[config.mk]
export PLATFORM = sky130hd
export DESIGN_NAME = dmem_ctrl_flat
export DESIGN_NICKNAME = d
export VERILOG_FILES = /design/src/rtl/dmem_ctrl_pkg.sv /design/src/rtl/dmem_ctrl_if.sv /design/src/rtl/dmem_ctrl.sv /design/src/flat_wrapper.sv
export SDC_FILE = /design/constraint.sdc
export NUM_CORES = 1
export LEC_CHECK = 0
export ABC_AREA = 1
export BUFFER_PORTS_ARGS = -buffer_cell sky130_fd_sc_hd__buf_4
export CORE_MARGIN = 2
export CORE_UTILIZATION = 25
export CTS_CLUSTER_SIZE = 20
export DETAILED_ROUTE_END_ITERATION = 6
export PLACE_DENSITY = 0.46
export SLEW_MARGIN = 20
export SYNTH_ARGS = -nofsm -noshare
export SYNTH_HDL_FRONTEND = slang
export SYNTH_SLANG_ARGS = --single-unit
export TNS_END_PERCENT = 30
[constraint.sdc]
create_clock -name clk -period 3 [get_ports clk]
set_input_delay 0.6 -clock clk [delete_from_list [all_inputs] [get_ports clk]]
set_output_delay 0.6 -clock clk [all_outputs]
set_load 0.05 [all_outputs]
[src/rtl/dmem_ctrl_pkg.sv]
// Shared widths, timeout default and FSM state encoding for the data-memory controller.
package dmem_ctrl_pkg;

    localparam int unsigned AddrW          = 32;
    localparam int unsigned DataW          = 32;
    localparam int unsigned WeW            = 4;
    localparam int unsigned TimerW         = 8;
    localparam int unsigned TimeoutDefault = 255;

    typedef enum logic [1:0] {
        StIdle = 2'd0,
        StBusy = 2'd1,
        StDone = 2'd2
    } state_e;

endpackage

[src/rtl/dmem_ctrl_if.sv]
// Req/ack data SRAM bus; the controller is the master, the SRAM side is the slave.
interface dmem_ctrl_if;
    import dmem_ctrl_pkg::*;

    logic             req;
    logic [WeW-1:0]   we;
    logic [AddrW-1:0] addr;
    logic [DataW-1:0] wdata;
    logic             ack;
    logic [DataW-1:0] rdata;
    logic             err;

    modport master (
        output req, we, addr, wdata, err,
        input  ack, rdata
    );

    modport slave (
        input  req, we, addr, wdata, err,
        output ack, rdata
    );

endinterface

[src/rtl/dmem_ctrl.sv]
// Turns a single-cycle mem-stage access into a req/ack bus transaction, stalling the
// pipeline until ack (or a bounded timeout) and returning load data in DONE.
module dmem_ctrl
    import dmem_ctrl_pkg::*;
#(
    parameter int unsigned TIMEOUT = TimeoutDefault
) (
    input  logic             clk,
    input  logic             rst_n,
    input  logic             mem_ce_i,
    input  logic [WeW-1:0]   mem_we_i,
    input  logic [AddrW-1:0] mem_addr_i,
    input  logic [DataW-1:0] mem_data_i,
    output logic [DataW-1:0] mem_rdata_o,
    output logic             mem_stall_o,
    dmem_ctrl_if.master      bus
);

    localparam logic [TimerW-1:0] TimeoutCnt = TimerW'(TIMEOUT);

    state_e             r_state, w_state_d;
    logic               r_req, w_req_d;
    logic [WeW-1:0]     r_we, w_we_d;
    logic [AddrW-1:0]   r_addr, w_addr_d;
    logic [DataW-1:0]   r_wdata, w_wdata_d;
    logic [DataW-1:0]   r_rdata, w_rdata_d;
    logic               r_err, w_err_d;
    logic [TimerW-1:0]  r_timer, w_timer_d;

    always_comb begin
        w_state_d = r_state;
        w_req_d   = r_req;
        w_we_d    = r_we;
        w_addr_d  = r_addr;
        w_wdata_d = r_wdata;
        w_rdata_d = r_rdata;
        w_err_d   = 1'b0;
        w_timer_d = r_timer;

        unique case (r_state)
            StIdle: begin
                if (mem_ce_i) begin
                    w_we_d    = mem_we_i;
                    w_addr_d  = mem_addr_i;
                    w_wdata_d = mem_data_i;
                    w_req_d   = 1'b1;
                    w_timer_d = '0;
                    w_state_d = StBusy;
                end
            end
            StBusy: begin
                // Ack takes priority over a timeout expiring in the same cycle.
                if (bus.ack) begin
                    w_req_d   = 1'b0;
                    w_rdata_d = (r_we == '0) ? bus.rdata : '0;
                    w_state_d = StDone;
                end else if ((TIMEOUT != 0) && (r_timer == TimeoutCnt)) begin
                    w_req_d   = 1'b0;
                    w_rdata_d = '0;
                    w_err_d   = 1'b1;
                    w_state_d = StDone;
                end else begin
                    w_timer_d = r_timer + 1'b1;
                end
            end
            StDone: begin
                w_state_d = StIdle;
            end
            default: begin
                w_state_d = StIdle;
            end
        endcase
    end

    always_ff @(posedge clk or negedge rst_n) begin
        if (!rst_n) begin
            r_state <= StIdle;
            r_req   <= 1'b0;
            r_we    <= '0;
            r_addr  <= '0;
            r_wdata <= '0;
            r_rdata <= '0;
            r_err   <= 1'b0;
            r_timer <= '0;
        end else begin
            r_state <= w_state_d;
            r_req   <= w_req_d;
            r_we    <= w_we_d;
            r_addr  <= w_addr_d;
            r_wdata <= w_wdata_d;
            r_rdata <= w_rdata_d;
            r_err   <= w_err_d;
            r_timer <= w_timer_d;
        end
    end

    // Stall through the request cycle and all of BUSY; DONE releases the pipeline.
    assign mem_stall_o = ((r_state == StIdle) && mem_ce_i) || (r_state == StBusy);
    assign mem_rdata_o = r_rdata;

    assign bus.req   = r_req;
    assign bus.we    = r_we;
    assign bus.addr  = r_addr;
    assign bus.wdata = r_wdata;
    assign bus.err   = r_err;

endmodule

[src/flat_wrapper.sv]
// flat-port wrapper written by rule: the top's interface ports become plain ports
module dmem_ctrl_flat import dmem_ctrl_pkg::*;
#(
    parameter int unsigned TIMEOUT = TimeoutDefault
)
  (clk, rst_n, mem_ce_i, mem_we_i, mem_addr_i, mem_data_i, mem_rdata_o, mem_stall_o, bus_req, bus_we, bus_addr, bus_wdata, bus_err, bus_ack, bus_rdata);
  dmem_ctrl_if bus_i ();
  input  logic clk;
  input  logic rst_n;
  input  logic mem_ce_i;
  input  logic [WeW-1:0] mem_we_i;
  input  logic [AddrW-1:0] mem_addr_i;
  input  logic [DataW-1:0] mem_data_i;
  output logic [DataW-1:0] mem_rdata_o;
  output logic mem_stall_o;
  output wire logic [$bits(bus_i.req)-1:0] bus_req;
  output wire logic [$bits(bus_i.we)-1:0] bus_we;
  output wire logic [$bits(bus_i.addr)-1:0] bus_addr;
  output wire logic [$bits(bus_i.wdata)-1:0] bus_wdata;
  output wire logic [$bits(bus_i.err)-1:0] bus_err;
  input wire logic [$bits(bus_i.ack)-1:0] bus_ack;
  input wire logic [$bits(bus_i.rdata)-1:0] bus_rdata;
  assign bus_req = bus_i.req;
  assign bus_we = bus_i.we;
  assign bus_addr = bus_i.addr;
  assign bus_wdata = bus_i.wdata;
  assign bus_err = bus_i.err;
  assign bus_i.ack = bus_ack;
  assign bus_i.rdata = bus_rdata;
  dmem_ctrl #(.TIMEOUT(TIMEOUT)) u_core (.clk(clk), .rst_n(rst_n), .mem_ce_i(mem_ce_i), .mem_we_i(mem_we_i), .mem_addr_i(mem_addr_i), .mem_data_i(mem_data_i), .mem_rdata_o(mem_rdata_o), .mem_stall_o(mem_stall_o), .bus(bus_i));
endmodule
==> results_dict.tcl, run 1 <==
set metrics [dict create \
    run_status "finished clean" \
    clock_tree_root_buffer_cell "sky130_fd_sc_hd__clkbuf_16" \
    highest_count_cells_in_the_layout_ignoring_fill_and_taps "sky130_fd_sc_hd__nand2_1, sky130_fd_sc_hd__buf_4, sky130_fd_sc_hd__dfrtp_1, sky130_fd_sc_hd__nand3_1, sky130_fd_sc_hd__inv_1" \
    die_width_um 140 \
    io_buffer_count 206 \
    syn-instance-count 522 \
    cts.htree.levels 3 \
    fin_nets 819 \
    dominantRegCellSynth "sky130_fd_sc_hd__dfrtp_1" \
    wl_um 13800 \
    cts.sinks 112 \
    groute.usage.overall_pct 14.4 \
    total_power_uw 6770 \
    fin_skew_ns 0.00786 \
    worst_relative_slew_slack_pct 44.7 \
    worst_slew_pin_slew_ns 0.830 \
    setup_repair_after_global_routing_missed_its_margin "no" \
    antenna_found_initial 0 \
    clk_latency_ns 0.35 \
    worstSetupPathType "reg2out" \
    multi_input_area_sq_um 1630 \
    synth-edff-count 0 \
    cellPowerDensity_nw_per_um2 1010 \
    syn_avg_cell_area_sq_um 8.91 \
    clock_tree.buffer_depth 2 \
    share_of_layout_cells_above_drive_strength_1_pct 34.8 \
    setup.worst_path.start "u_core.r_state[1]" \
    cts_inserted_buffers 9 \
    post-synth-top-area-cell "sky130_fd_sc_hd__dfrtp_1" \
    synth.yosys.warnings 0 \
    synth_sequential_area_ratio_pct 60.3 \
    dr_total_vias 4181 \
    dp_worst_setup_slack_ns 1.18 \
    drt.antenna.violating_nets 0 \
    die_height_um 140 \
    totalNegativeSetupSlack_ns 0 \
    post_cts_hold_buffer_count 0 \
    effective_utilization_at_floorplan_pct 25.7 \
    hold_ws_ns 0.272 \
    final_hold_vio_count 0 \
    postCtsSetupBuffers 0 \
    fin_util_pct 36.9 \
    synth_async_sr_flop_share_pct 100 \
    detail_route.drc_violations 0 \
    crit_path_end_kind "output port" \
    fillers 1865 \
    clk_transition_reported_paths_ns 0.08 \
    drtPass1Iterations 6 \
    drt_iter0_drc 152 \
    synthesis.area_sq_um 4650 \
    worst-endpoint-arrival_ns 1.36 \
    seqCellArea_sq_um 2800 \
    worstSetupStartpointType "register" \
    rows 49 \
    hpwlAfterDp_um 9620 \
    layout_commonest_cell "sky130_fd_sc_hd__nand2_1" \
    synth.top_cell.area_share_pct 60.3 \
    global_route.overflow_total 0 \
    postCtsResizedCells 0 \
    syn_nets 627 \
    cap_viol_max_count 0 \
    ys_top_cells_by_area "sky130_fd_sc_hd__dfrtp_1, sky130_fd_sc_hd__nand2_1, sky130_fd_sc_hd__nand3_1, sky130_fd_sc_hd__nand3_2, sky130_fd_sc_hd__buf_2" \
    area.growth.synth_to_final_pct 43.6 \
    place.gp.congestion 0.725 \
    setup_slack_ns 1.04 \
    finalCriticalPeriod_ns 1.96 \
    core_area_sq_um 18100 \
    number_of_global_route_vias_before_repair 4241 \
    wire_length_of_the_first_global_routing_pass_um 22700 \
    critical_path_required_ns 2.40 \
    p_leak_uw 0.00369 \
    maximum_vdd_drop_uv 510 \
    post-route-period-util_pct 65.5 \
    finalMaxSlewViolations 0 \
    setup_viol 0 \
    boundaryPins 207 \
    hold_path.class "in2async" \
    ant_cells 0 \
    vias_per_cell 4.41 \
    tritoncts_clock_tree "built" \
    synth_seq_cells 112 \
    synthDistinctLibCells 22 \
    max_clock_freq_mhz 509 \
    worstPathMaxFanout 3 \
    regToRegStartpoint "u_core.r_timer[0]" \
    routedWlPerCell_um 14.5 \
    fp.dieArea_sq_um 19700 \
    largest_net_degree_at_the_start_of_global_routing 80 \
]
==> registers in the layout (all words and copies together) (netlist names) <==
| signal | flops |
|---|---|
| u_core.bus.addr | 32 |
| u_core.bus.wdata | 32 |
| u_core.mem_rdata_o | 32 |
| u_core.r_timer | 8 |
| u_core.bus.we | 4 |
| u_core.r_state | 2 |
| u_core.bus.err | 1 |
| u_core.bus.req | 1 |
==> kinds of logic after synthesis <==
kind of cell | after synthesis | synth area share, %
simple gates | 358 | 33.9
flops | 112 | 60.3
buf+inv | 45 | 4.82
compound gates | 6 | 0.780
fa+ha+maj | 1 | 0.269
==> layer usage <==
layer  part of all wire, %  wire, um  global-route usage (%)  vias to the layer above
li1                      -         -                       -                     2044
met1                    43      5880                    17.7                     1979
met2                    46      6410                    23.2                      144
met3                   9.6      1320                    6.09                       14
met4                   1.3       175                    4.04                        0
met5                     0         0                       0                        -
==> through the flow <==
stage | cells | area (sq um)
floorplan | 522 | 4650
global placement | 932 | 6380
detailed placement | 932 | 6380
CTS | 948 | 6680
global route | 948 | 6680
finish | 948 | 6680
==> synth_stat cells, types with 3 or more instances <==
library cell               instances
sky130_fd_sc_hd__nand3_1         107
sky130_fd_sc_hd__dfrtp_1         112
sky130_fd_sc_hd__buf_2            17
sky130_fd_sc_hd__nor2_4            3
sky130_fd_sc_hd__buf_4             3
sky130_fd_sc_hd__nand3_2           9
sky130_fd_sc_hd__clkbuf_1          7
sky130_fd_sc_hd__inv_1            12
sky130_fd_sc_hd__nand2_2           4
sky130_fd_sc_hd__buf_6             3
sky130_fd_sc_hd__a21oi_1           3
sky130_fd_sc_hd__nand2_1         221
sky130_fd_sc_hd__nor2_1           10
==> critical path, cell delays in order, from the launching register on <==
cell,delay (ns)
sky130_fd_sc_hd__dfrtp_1,0.47
sky130_fd_sc_hd__nor2_4,0.15
sky130_fd_sc_hd__nand2_2,0.07
sky130_fd_sc_hd__o21ai_0,0.08
sky130_fd_sc_hd__buf_4,0.24
==> layout make-up <==
| cell class | count | area share (%) |
|---|---|---|
| timing repair buffer | 213 | 24.1 |
| multi-input combinational | 365 | 24.4 |
| clock buffer | 10 | 3.43 |
| tap | 229 | 4.29 |
| clock inverter | 6 | 1.01 |
| inverter | 13 | 0.731 |
| sequential | 112 | 42.0 |
==> report_power, final <==
group	internal, uW	total (uW)	leakage, uW	switching [uW]
clock	652	1210	0.000139	561
sequential	1970	2260	0.00144	290
combinational	905	3300	0.00211	2400
total	3530	6770	0.00369	3250
==> final timing paths <==
check	to	slack, ns	depth (start not counted)
setup / recovery	mem_stall_o	1.04	4
hold / removal	u_core.bus.addr[14]	0.27	1
setup reg to reg	u_core.mem_rdata_o[31]	1.20	8
hold reg to reg	u_core.bus.addr[10]	0.47	2
max in group asynchronous	u_core.bus.addr[31]	1.97	2
min in group clk	u_core.mem_rdata_o[26]	0.46	3
(Power assumes the default switching activity.)
==> run 2: changes to the inputs <==
Settings changed: ABC_AREA 1 to 0, PLACE_DENSITY 0.46 to 0.48.
Clock period 3 ns to 1.7 ns, I/O delays scaled along.
==> run 2 against run 1 <==
  * Design area shrank 0.84%
  * Global-route usage shrank 2.7 points
  * Sequential share of layout area grew 0.36 points
  * Non-clock buffer count grew 15
  * Highest routed layer unchanged
  * Total power grew 120%
  * Critical path depth is the same
  * Utilization grew 1.8 points
==> results_dict.tcl, run 2 <==
set metrics [dict create \
    run_status "finished clean" \
    boundaryPins 207 \
    crit_cells 4 \
    multi_input_area_sq_um 1410 \
    synth_async_sr_flop_share_pct 100 \
    clock_tree.buffer_depth 2 \
    ant_cells 0 \
    post-synth-top-area-cell "sky130_fd_sc_hd__dfrtp_1" \
    detail_route.drc_violations 0 \
    rows 48 \
    synthDistinctLibCells 35 \
    synth_sequential_area_ratio_pct 64.6 \
    drt_iter0_drc 105 \
    cts.htree.levels 3 \
    maximum_vdd_drop_uv 955 \
    timing.hold.worst.start "bus_rdata[19]" \
    setup.worst_path.start "u_core.r_state[1]" \
    fp.dieArea_sq_um 18400 \
    setup_viol 0 \
    io_buffer_count 206 \
    global_route.overflow_total 0 \
    worstPathMaxFanout 2 \
    clock_tree_root_buffer_cell "sky130_fd_sc_hd__clkbuf_16" \
    crit_path_end_kind "output port" \
    syn_avg_cell_area_sq_um 15.5 \
    clk_latency_ns 0.35 \
    worst-endpoint-arrival_ns 1.30 \
    critPathBufInv 3 \
    dr_total_vias 3144 \
    routedWlPerCell_um 14.8 \
    drt.antenna.violating_nets 0 \
    fillers 1687 \
    setup_repair_after_global_routing_missed_its_margin "yes" \
    wire_length_of_the_first_global_routing_pass_um 16600 \
    cts_inserted_buffers 9 \
    synth.yosys.warnings 0 \
    layout_commonest_cell "sky130_fd_sc_hd__buf_4" \
    fin_nets 610 \
    regToRegStartpoint "u_core.r_timer[0]" \
    post-route-period-util_pct 96.4 \
    highest_count_cells_in_the_layout_ignoring_fill_and_taps "sky130_fd_sc_hd__buf_4, sky130_fd_sc_hd__dfrtp_1, sky130_fd_sc_hd__mux2_2, sky130_fd_sc_hd__a22o_1, sky130_fd_sc_hd__clkbuf_16" \
    die_height_um 136 \
    number_of_global_route_vias_before_repair 3239 \
    dp_worst_setup_slack_ns 0.0274 \
    worst_relative_slew_slack_pct 66.8 \
    p_leak_uw 0.00323 \
    effective_utilization_at_floorplan_pct 25.3 \
    syn_nets 384 \
    synth.top_cell.area_share_pct 64.6 \
    hpwlAfterDp_um 8160 \
    drtPass1Iterations 4 \
    reg2reg_slack_ns 0.07 \
    post-synth-top-count-cell "sky130_fd_sc_hd__dfrtp_1" \
    vias_per_cell 4.28 \
    worstSetupEndpoint "mem_stall_o" \
    ys_top_cells_by_area "sky130_fd_sc_hd__dfrtp_1, sky130_fd_sc_hd__mux2_2, sky130_fd_sc_hd__a22o_1, sky130_fd_sc_hd__buf_6, sky130_fd_sc_hd__mux2i_1" \
    finalMaxSlewViolations 0 \
    hold_path.class "in2reg" \
    worstSetupStartpointType "register" \
    die_width_um 136 \
    worstReg2RegEnd "u_core.r_timer[3]" \
    ys_top_cells_by_count "sky130_fd_sc_hd__dfrtp_1, sky130_fd_sc_hd__mux2_2, sky130_fd_sc_hd__a22o_1, sky130_fd_sc_hd__buf_6" \
    groute.usage.overall_pct 11.6 \
    cts.sinks 112 \
    setup_slack_ns 0.0605 \
    cp_cell_sequence "o21bai_2 -> buf_4 -> inv_1 -> buf_6" \
    worst_slew_pin_slew_ns 0.498 \
    worstSetupPathType "reg2out" \
    antenna_found_initial 0 \
    largest_net_degree_at_the_start_of_global_routing 35 \
    share_of_layout_cells_above_drive_strength_1_pct 63.3 \
    fin_skew_ns 0.00686 \
    critical-path-top-delay-family "flip-flops" \
    seqCellArea_sq_um 2800 \
    tritoncts_clock_tree "built" \
    wl_um 10900 \
    worst_path_largest_cell_delay_ns 0.38 \
    place.gp.congestion 0.704 \
    synth-edff-count 0 \
    cp_slowest_cell "sky130_fd_sc_hd__dfrtp_1" \
    stdcell_count 734 \
    area.growth.synth_to_final_pct 52.7 \
    critical_path_required_ns 1.36 \
    final_hold_vio_count 0 \
    cellPowerDensity_nw_per_um2 2210 \
    synth_seq_cells 112 \
    cap_viol_max_count 0 \
    synthesis.area_sq_um 4340 \
    placed_cells 714 \
    finalCriticalPeriod_ns 1.64 \
    core_area_sq_um 17100 \
    r2r_cells 5 \
    clk_transition_reported_paths_ns 0.07 \
    dominantRegCellSynth "sky130_fd_sc_hd__dfrtp_1" \
    max_clock_freq_mhz 610 \
    syn-instance-count 279 \
]
## run 2: cell count changes after synthesis, moves of 7 or more
cell	previous run	this run
sky130_fd_sc_hd__nand3_2	9	0
sky130_fd_sc_hd__nand3_1	107	3
sky130_fd_sc_hd__nor2_1	10	3
sky130_fd_sc_hd__inv_1	12	5
sky130_fd_sc_hd__buf_2	17	2
sky130_fd_sc_hd__a22o_1	0	32
sky130_fd_sc_hd__nand2_1	221	4
sky130_fd_sc_hd__mux2_2	0	69
## run 2: kinds of logic after synthesis
family | synth area share (%)
AO/OA/AOI/OAI | 8.28
multiplexers | 18.6
adder cells (fa/ha/maj) | 0.289
AND/OR/NAND/NOR | 4.50
XOR/XNOR | 0.404
buffers and inverters | 3.26
flip-flops | 64.6
## run 2: how the worst min path moves through the flow
stage | cells past startpoint | slack, ns | to
after detailed placement | 1 | 0.35 | u_core.bus.wdata[26]
after CTS | 2 | 0.18 | u_core.mem_rdata_o[8]
after global routing | 2 | 0.19 | u_core.mem_rdata_o[4]
final | 2 | 0.20 | u_core.mem_rdata_o[19]
after global placement | 1 | 0.33 | u_core.bus.wdata[28]
after floorplan | 0 | 0.04 | u_core.bus.addr[0]
## run 2: stage by stage
step                      power, uW  area [sq um]   TNS, ns  utilization (%)  hold WS (ns)
after floorplan               10000          4340         0                -        0.0444
after global placement        12400          6250         0             36.5         0.334
after detailed placement      12500          6250         0             36.5         0.350
after CTS                     14700          6570         0             38.4         0.183
after global routing          15400          6620  -0.00223             38.7         0.191
final                         14600          6620         0             38.7         0.203
## run 2: where the power goes
part	switching, uW	leakage (uW)	internal [uW]
Sequential	584	0.00140	3720
Clock	948	0.000145	1180
Combinational	5170	0.00168	3040
## run 2: timing repair
| action | CTS | global route |
|---|---|---|
| pin swaps | 0 | 4 |
| buffers inserted | 1 | 3 |
| endpoints found under the setup margin | 1 | 7 |
| endpoints found under the hold margin | 28 | 0 |
| cloned | 0 | 0 |
| resized for setup | 2 | 4 |
| hold buffers | 1 | 0 |
## run 2: area by class of cell
type	instances	share of cell area, %
Sequential cell	112	42.3
Inverter	6	0.340
Clock buffer	10	3.61
Timing Repair Buffer	228	27.3
Tap cell	225	4.25
Clock inverter	5	0.850
Multi-Input combinational cell	148	21.4
## run 2: layer usage
layer	part of all wire [%]	global-route usage [%]	vias up
met1	42	14.5	1536
li1	-	-	1466
met3	9.0	3.67	15
met5	0	0	-
met4	2.2	5.67	0
met2	47	18.3	127
